<file path="config.mk">
export PLATFORM = sky130hd
export DESIGN_NAME = key_event_counter
export DESIGN_NICKNAME = d
export VERILOG_FILES = /design/src/rtl/key_event_counter.sv
export SDC_FILE = /design/constraint.sdc
export NUM_CORES = 1
export LEC_CHECK = 0
export CORE_MARGIN = 2
export CORE_UTILIZATION = 30
export CTS_CLUSTER_SIZE = 16
export DETAILED_ROUTE_END_ITERATION = 8
export HOLD_SLACK_MARGIN = 0.02
export SETUP_SLACK_MARGIN = 0.4
export SKIP_LAST_GASP = 1
export SLEW_MARGIN = 30
export SYNTH_ARGS = -nofsm -noshare
export SYNTH_HDL_FRONTEND = slang
export SYNTH_SLANG_ARGS = --single-unit
</file>
<file path="constraint.sdc">
create_clock -name clk -period 3.6 [get_ports clk]
set_input_delay 0.36 -clock clk [delete_from_list [all_inputs] [get_ports clk]]
set_output_delay 0.36 -clock clk [all_outputs]
set_load 0.01 [all_outputs]
</file>
<file path="src/rtl/key_event_counter.sv">
// key_event_counter: synchronise and debounce one active-low push-button,
// turning each accepted press into a one-cycle event that steps a wrap-around count.
//
// Parameters:
//   DEBOUNCE_CYCLES  stable synchronised samples needed to accept a level change (>= 2)
//   WIDTH            count width
//   MAX_VALUE        highest count value (<= 2**WIDTH-1)
//   REPEAT_CYCLES    auto-repeat period in cycles
//
// Ports:
//   clk          board clock, rising edge
//   rst_n_a      asynchronous active-low reset
//   key_n        raw, bouncy, asynchronous button (0 = pressed)
//   reverse      0 = count up, 1 = count down (sampled on the event edge)
//   clear        synchronous count clear; wins over a coincident event
//   out_data     current count
//   press_pulse  one-cycle strobe per accepted event
//   wrap         one-cycle strobe when the count wraps
//   key_state    debounced level (1 = pressed)
//
// Optional feature: define KEY_EVENT_AUTOREPEAT_EN to emit an extra event
// every REPEAT_CYCLES cycles while the button stays pressed.

module key_event_counter #(
  parameter int unsigned DEBOUNCE_CYCLES = 250000,
  parameter int unsigned WIDTH           = 8,
  parameter int unsigned MAX_VALUE       = 255,
  parameter int unsigned REPEAT_CYCLES   = 25000000
) (
  input  logic             clk,
  input  logic             rst_n_a,
  input  logic             key_n,
  input  logic             reverse,
  input  logic             clear,
  output logic [WIDTH-1:0] out_data,
  output logic             press_pulse,
  output logic             wrap,
  output logic             key_state
);

  // Debounce counter only has to reach DEBOUNCE_CYCLES-1.
  localparam int unsigned CW =
    (DEBOUNCE_CYCLES > 2) ? $clog2(DEBOUNCE_CYCLES) : 1;
  localparam logic [CW-1:0] CNT_LAST = CW'(DEBOUNCE_CYCLES - 1);
  localparam logic [CW-1:0] CNT_ONE  = CW'(1);
  localparam logic [WIDTH-1:0] MAXV  = WIDTH'(MAX_VALUE);
  localparam logic [WIDTH-1:0] ONE   = WIDTH'(1);

  typedef enum logic [1:0] {
    IDLE         = 2'd0,
    PRESS_WAIT   = 2'd1,
    PRESSED      = 2'd2,
    RELEASE_WAIT = 2'd3
  } state_t;

  // ------------------------------------------------------------------
  // Two-flop synchroniser. Resets to "released" so that a key held
  // through reset needs a full debounce before it counts.
  // ------------------------------------------------------------------
  logic r_sync1;
  logic r_sync2;
  logic w_key_sync;

  always_ff @(posedge clk or negedge rst_n_a) begin
    if (!rst_n_a) begin
      r_sync1 <= 1'b1;
      r_sync2 <= 1'b1;
    end else begin
      r_sync1 <= key_n;
      r_sync2 <= r_sync1;
    end
  end

  assign w_key_sync = r_sync2;

  // ------------------------------------------------------------------
  // Debounce FSM: state register
  // ------------------------------------------------------------------
  state_t        r_state;
  state_t        w_state_nxt;
  logic [CW-1:0] r_cnt;
  logic [CW-1:0] w_cnt_nxt;
  logic          r_key_state;
  logic          w_key_state_nxt;
  logic          w_accept;

  always_ff @(posedge clk or negedge rst_n_a) begin
    if (!rst_n_a) begin
      r_state     <= IDLE;
      r_cnt       <= '0;
      r_key_state <= 1'b0;
    end else begin
      r_state     <= w_state_nxt;
      r_cnt       <= w_cnt_nxt;
      r_key_state <= w_key_state_nxt;
    end
  end

  // ------------------------------------------------------------------
  // Debounce FSM: next state
  // The edge that moves into a wait state is itself the first stable
  // sample, hence the counter is loaded with 1 rather than 0.
  // ------------------------------------------------------------------
  always_comb begin
    w_state_nxt     = r_state;
    w_cnt_nxt       = r_cnt;
    w_key_state_nxt = r_key_state;
    w_accept        = 1'b0;
    unique case (r_state)
      IDLE: begin
        if (!w_key_sync) begin
          w_state_nxt = PRESS_WAIT;
          w_cnt_nxt   = CNT_ONE;
        end
      end
      PRESS_WAIT: begin
        if (w_key_sync) begin
          w_state_nxt = IDLE;
          w_cnt_nxt   = '0;
        end else if (r_cnt == CNT_LAST) begin
          w_state_nxt     = PRESSED;
          w_cnt_nxt       = '0;
          w_key_state_nxt = 1'b1;
          w_accept        = 1'b1;
        end else begin
          w_cnt_nxt = r_cnt + CNT_ONE;
        end
      end
      PRESSED: begin
        if (w_key_sync) begin
          w_state_nxt = RELEASE_WAIT;
          w_cnt_nxt   = CNT_ONE;
        end
      end
      RELEASE_WAIT: begin
        if (!w_key_sync) begin
          w_state_nxt = PRESSED;
          w_cnt_nxt   = '0;
        end else if (r_cnt == CNT_LAST) begin
          w_state_nxt     = IDLE;
          w_cnt_nxt       = '0;
          w_key_state_nxt = 1'b0;
        end else begin
          w_cnt_nxt = r_cnt + CNT_ONE;
        end
      end
      default: begin
        w_state_nxt = IDLE;
        w_cnt_nxt   = '0;
      end
    endcase
  end

  // ------------------------------------------------------------------
  // Auto-repeat
  // ------------------------------------------------------------------
  logic w_rep_evt;

`ifdef KEY_EVENT_AUTOREPEAT_EN
  localparam int unsigned RW =
    (REPEAT_CYCLES > 2) ? $clog2(REPEAT_CYCLES) : 1;
  localparam logic [RW-1:0] REP_LAST = RW'(REPEAT_CYCLES - 1);
  localparam logic [RW-1:0] REP_ONE  = RW'(1);

  logic [RW-1:0] r_rep;
  logic          w_rep_run;

  // Only cycles spent staying in PRESSED advance the period; a bounce
  // through RELEASE_WAIT pauses it without losing progress.
  assign w_rep_run = (r_state == PRESSED) && !w_key_sync;
  assign w_rep_evt = w_rep_run && (r_rep == REP_LAST);

  always_ff @(posedge clk or negedge rst_n_a) begin
    if (!rst_n_a) begin
      r_rep <= '0;
    end else if (w_accept) begin
      r_rep <= '0;
    end else if (w_rep_run) begin
      if (r_rep == REP_LAST) begin
        r_rep <= '0;
      end else begin
        r_rep <= r_rep + REP_ONE;
      end
    end
  end
`else
  logic w_unused_rep;

  assign w_unused_rep = ^REPEAT_CYCLES;
  assign w_rep_evt    = 1'b0;
`endif

  // ------------------------------------------------------------------
  // Counter next value. Clear has priority over an event but the
  // event strobe is still reported.
  // ------------------------------------------------------------------
  logic             w_event;
  logic [WIDTH-1:0] r_count;
  logic [WIDTH-1:0] w_count_nxt;
  logic             w_wrap_nxt;
  logic             r_pulse;
  logic             r_wrap;

  assign w_event = w_accept | w_rep_evt;

  always_comb begin
    w_count_nxt = r_count;
    w_wrap_nxt  = 1'b0;
    if (clear) begin
      w_count_nxt = '0;
    end else if (w_event) begin
      if (!reverse) begin
        if (r_count >= MAXV) begin
          w_count_nxt = '0;
          w_wrap_nxt  = 1'b1;
        end else begin
          w_count_nxt = r_count + ONE;
        end
      end else begin
        if (r_count == '0) begin
          w_count_nxt = MAXV;
          w_wrap_nxt  = 1'b1;
        end else begin
          w_count_nxt = r_count - ONE;
        end
      end
    end
  end

  always_ff @(posedge clk or negedge rst_n_a) begin
    if (!rst_n_a) begin
      r_count <= '0;
      r_pulse <= 1'b0;
      r_wrap  <= 1'b0;
    end else begin
      r_count <= w_count_nxt;
      r_pulse <= w_event;
      r_wrap  <= w_wrap_nxt;
    end
  end

  assign out_data    = r_count;
  assign press_pulse = r_pulse;
  assign wrap        = r_wrap;
  assign key_state   = r_key_state;

endmodule
</file>
==> results.json, run 1 <==
{
  "hold_path.class": "reg -> reg",
  "relSlewSlack_pct": 39.50,
  "fin_ws_ns": 1.373,
  "yosys.cell_types.count": 56,
  "r2r_start": "r_cnt[9]",
  "post_cts_resized": 0,
  "synth_ff_type": "dfrtp_1",
  "routed_wl_um": 4810,
  "track_usage_pct": 13.25,
  "first_iter_violations": 76,
  "coreArea_um2": 6719,
  "dp_slack_ns": 1.405,
  "vdd_ir_drop_max_v": 0.0002608,
  "drcViolationCount": 0,
  "port_buffers": 15,
  "worst_ep_arrival_time_ns": 2.42,
  "cts_htree_levels": 2,
  "p_leak_nw": 0.9373,
  "synth-seq-area-share_pct": 40.07,
  "critPathCaptureType": "register",
  "path_clk_slew_ns": 0.07,
  "die_w_um": 87.01,
  "p_per_area_nw_per_um2": 460.6,
  "crit_buf_inv": 0,
  "grt_pass1_wl_um": 8114,
  "syn_inst": 241,
  "status": "completed",
  "final_util_pct": 35.66,
  "dp_hpwl_um": 3443,
  "syn-cell-area_um2": 2067,
  "final.period_utilization_pct": 61.85,
  "syn_avg_cell_area_um2": 8.577,
  "synth_common_cells": "31 x dfrtp_1, 26 x nand2_1, 21 x nor2_1",
  "holdPathStages": 0,
  "total_power_mw": 1.104,
  "hold_viol": 0,
  "max_freq_mhz": 449.1,
  "synth-edff-count": 0,
  "ys_top_cells_by_area": "dfrtp_1 38%, nand2_1 4.7%, o21ai_0 4.1%, nor2_1 3.8%, nand3_1 3.6%",
  "synth_top_area_share_pct": 37.53,
  "cts_root_buffer": "clkbuf_8",
  "dieArea_um2": 7570,
  "clk_latency_ns": 0.28,
  "rows": 30,
  "viasPerCell": 5.547,
  "clock-sinks": 33,
  "firstDrtPassIters": 4,
  "postCtsSetupRepairBufs": 0,
  "tightest_slew_ns": 0.9041,
  "drv_cap": 0,
  "skew_ns": 0.005824,
  "rrSetupSlack_ns": 1.37,
  "crit_slowest_cell": "or3_1",
  "vias": 1847,
  "required_ns": 3.79,
  "whs_endpoint": "r_sync2",
  "grt_setup_unrepaired": "no",
  "synth_fp_nets": 250,
  "wire_per_inst_um": 14.44,
  "grt_overflow_total": 0,
  "grt_pass1_vias": 1761,
  "numCtsBuffers": 5,
  "cts_hold_buf": 0,
  "synthArstFlopShare_pct": 100.0,
  "fin_setup_tns_ns": 0,
  "antenna-diode-count": 0,
  "crit_type": "reg -> reg",
  "dpl-instance-area_um2": 2262,
  "final_antenna_net_count": 0,
  "floorplan.initialDensity_pct": 30.76,
  "slew_viol_final": 0,
  "r2r_cells": 5,
  "ys_ff_latch": 33,
  "path_max_fanout": 9,
  "die_h_um": 87.01,
  "antenna_found_initial": 0,
  "synth_most_common_cell": "dfrtp_1",
  "place.gp.congestion": 0.8625,
  "tritoncts": "built",
  "holdCritStartpoint": "r_sync1",
  "ctsLongestPathBuffers": 2,
  "setup_violations": 0,
  "area_growth_pct": 15.92,
  "grt_max_degree": 34,
  "r2r_end": "out_data[5]",
  "fin_crit_ns": 2.227,
  "yosys_warnings": 0,
  "yosys.area.top_type": "dfrtp_1",
  "pin_count": 16,
  "critical-path-top-delay-family": "simple AND/OR/NAND/NOR gates",
  "crit_chain": "nor4_1 > nand2_1 > or3_1 > a211o_1 > a221oi_2",
  "drive_gt1_share_pct": 9.091,
  "post-route-cell-area_um2": 2396,
  "nets": 261,
  "cpPeakStageDelay_ns": 0.49,
  "cp-start-kind": "register"
}
[sequential cells by signal (all words and copies together), names as in the netlist, named ones only]
register,flops
key_state,1
out_data,8
press_pulse,1
r_cnt,18
r_state,1
r_sync1,1
r_sync2,1
wrap,1
[worst max-delay path by stage]
stage                  end  depth (start not counted)  slack (ns)         from
2_1_floorplan  out_data[5]                          7        1.59     r_cnt[6]
3_3_place_gp   out_data[3]                          6        1.41      reverse
3_5_place_dp   out_data[5]                          5        1.41     r_cnt[9]
4_1_cts        out_data[5]                          5        1.37     r_cnt[9]
5_1_grt        out_data[7]                          5        1.17  out_data[2]
6_report       out_data[5]                          5        1.37     r_cnt[9]
[report_power, final]
part	total, mW	internal (mW)	switching (mW)
combinational	0.263	0.0903	0.172
sequential	0.430	0.397	0.0326
clock	0.411	0.275	0.136
total	1.10	0.762	0.341
[logic make-up after synthesis]
group                      synth area share, %
and+or+nand+nor                          29.60
AOI/OAI and AO/OA                        20.28
DFF                                      40.07
buffers and inverters                    4.842
adders and majority gates                2.421
xor gates and xnor gates                 1.271
muxes                                    1.513
[through the flow]
stage,hold slack (ns),cells
global placement,0.3460,325
detailed placement,0.3595,325
floorplan,0.06441,241
CTS,0.3569,333
finish,0.3612,333
global route,0.3541,333
[layout by cell type (no fill, tap or decap), types with 3 or more instances in the layout]
cell type	count
o21a_1	3
or4_1	3
clkdlybuf4s50_1	15
nor3_1	8
o21ai_0	17
inv_1	9
a21oi_1	14
nor4_1	5
nand3_1	15
nand2_1	26
clkbuf_8	5
ha_1	4
nor2_1	21
dfrtp_1	31
o31ai_1	3
or3_1	6
and3_1	3
a21o_1	5
a31oi_1	3
nand4_1	6
[metal layers]
metal	vias up	routed length, um	global-route usage [%]
met3	10	182	2.749
met1	887	2364	17.57
li1	909	-	-
met2	41	2213	21.24
met4	0	49	4.972
met5	-	0	0
[worst register-to-register path: stages (launching register included)]
cell and delay [ns]:
dfrtp_1 0.46, nor4_1 0.42, nand2_1 0.21, or3_1 0.49, a211o_1 0.33, a221oi_2 0.22
[area by class of cell]
class / count / area (um2)
well taps: 80 / 100.1
multi-input cells: 186 / 1139
repair buffers: 16 / 157.7
inverters: 10 / 37.54
fillers: 679 / 4323
clock inverters: 3 / 65.06
flip-flops and latches: 33 / 828.3
clock buffers: 5 / 68.82
(Power assumes the default switching activity.)
==> run 2, diff against run 1 <==
Clock period 3.6 ns to 1.9 ns, I/O delays scaled along.
==> results.json, run 2 (synthesis gave the netlist of run 1 again) <==
{
  "floorplan.initialDensity_pct": 30.76,
  "worst_ep_arrival_time_ns": 2.11,
  "crit_type": "reg -> reg",
  "drive_gt1_share_pct": 41.96,
  "largest_reg_flops": 18,
  "routed_wl_um": 6221,
  "slew_viol_final": 0,
  "antenna_found_initial": 0,
  "cp-start-kind": "register",
  "grt_pass1_wl_um": 10140,
  "antenna-diode-count": 0,
  "firstDrtPassIters": 4,
  "whs_ns": 0.3192,
  "skew_ns": 0.005944,
  "dp_hpwl_um": 3953,
  "crit_chain": "ha_2 > buf_4 > nand3_4 > or4_4 > nor2_4 > a41oi_2 > a21oi_2",
  "dieArea_um2": 7570,
  "post-route-cell-area_um2": 3138,
  "p_leak_nw": 1.349,
  "dpl-instance-area_um2": 2581,
  "grt_setup_unrepaired": "yes",
  "max_freq_mhz": 526.0,
  "cpPeakStageDelay_ns": 0.60,
  "relSlewSlack_pct": 66.20,
  "status": "finished, violations left",
  "place.gp.congestion": 0.8786,
  "hold_viol": 0,
  "clk_latency_ns": 0.27,
  "grt_max_degree": 34,
  "drv_cap": 0,
  "tritoncts": "built",
  "cts_hold_buf": 0,
  "die_w_um": 87.01,
  "path_clk_slew_ns": 0.07,
  "cts_htree_levels": 2,
  "grt_overflow_total": 0,
  "wire_per_inst_um": 15.67,
  "p_per_area_nw_per_um2": 787.4,
  "first_iter_violations": 137,
  "dp_slack_ns": 0.01231,
  "fin_ws_ns": -0.001054,
  "top_register": "r_cnt",
  "die_h_um": 87.01,
  "clock-sinks": 33,
  "setup_violations": 1,
  "vdd_ir_drop_max_v": 0.0005819,
  "tightest_slew_ns": 0.5054,
  "track_usage_pct": 16.75,
  "numCtsBuffers": 5,
  "nets": 325,
  "cts_root_buffer": "clkbuf_8",
  "port_buffers": 15,
  "final_util_pct": 46.70,
  "mostFrequentLayoutCells": "57 x buf_4, 23 x dfrtp_1, 21 x nand2_1, 16 x nor2_1, 13 x nand3_1",
  "critPathCaptureType": "register",
  "violations": "negative setup slack",
  "coreArea_um2": 6719,
  "vias": 2156,
  "pin_count": 16,
  "rows": 30,
  "final.period_utilization_pct": 100.1,
  "grt_pass1_vias": 2098,
  "drcViolationCount": 0,
  "crit_slowest_cell": "or4_4",
  "final_common_cell": "buf_4",
  "fin_crit_ns": 1.901,
  "hold_path.class": "in -> async",
  "area_growth_pct": 51.82,
  "final_antenna_net_count": 0,
  "ctsLongestPathBuffers": 2,
  "path_max_fanout": 4,
  "viasPerCell": 5.431,
  "required_ns": 2.11
}
## run 2: changes by cell type in the layout (fill, tap and decap cells not counted), moves of 5 or more
cell,delta
buf_4,+56
dfrtp_1,-8
dfrtp_2,+8
buf_6,+6
o21ai_0,-6
nand2_1,-5
nor2_1,-5
nor2_4,+5
o21ai_2,+5
## run 2: cell type report
class / count / area, um2
Clock buffer: 8 / 90.09
Fill cell: 614 / 3581
Inverter: 10 / 37.54
Multi-Input combinational cell: 187 / 1406
Sequential cell: 33 / 838.3
Tap cell: 80 / 100.1
Timing Repair Buffer: 79 / 665.6
## run 2: timing repair
item | CTS | global route
endpoints found under the setup margin | 36 | 35
gates resized for setup | 35 | 28
endpoints found under the hold margin | 0 | 0
setup buffers | 17 | 13
pin swaps | 14 | 16
gates cloned | 1 | 0
## run 2: power breakdown
part / internal (mW) / total (mW) / switching [mW]
registers: 0.752 / 0.810 / 0.0583
clock network: 0.295 / 0.540 / 0.245
logic: 0.566 / 1.12 / 0.554
## run 2: critical path, delay by kind of cell (launching register included)
kind	cells	cell delay (ns)
AND/OR/NAND/NOR	3	0.83
flip-flops	1	0.39
AO/OA/AOI/OAI	2	0.27
adder cells (fa/ha/maj)	1	0.21
buffers and inverters	1	0.14
## run 2: routing by layer
metal	GRT usage [%]	wire, um
met5	0	0
met4	4.403	80
met3	3.223	346
met2	27.27	3123
met1	22.79	2670
## run 2: path summary, 6_finish.rpt
check,start,endpoint,slack [ns],cells past startpoint
worst max register to register,r_cnt[1],r_cnt[16],-0.001,7
min in group clk,key_n,r_sync1,0.32,1
worst min register to register,r_sync1,r_sync2,0.36,0
worst max-delay path,r_cnt[1],r_cnt[16],-0.001,7
worst min-delay path,rst_n_a,out_data[6],0.32,2
max in group asynchronous,rst_n_a,r_sync1,1.24,2
## run 2: metrics by stage
stage	total power, mW	setup TNS [ns]	cells
3_3_place_gp	1.479	0	358
3_5_place_dp	1.483	0	358
5_1_grt	2.608	-0.3947	397
6_report	2.471	-0.001054	397
2_1_floorplan	1.235	-0.01071	241
4_1_cts	2.298	0	384
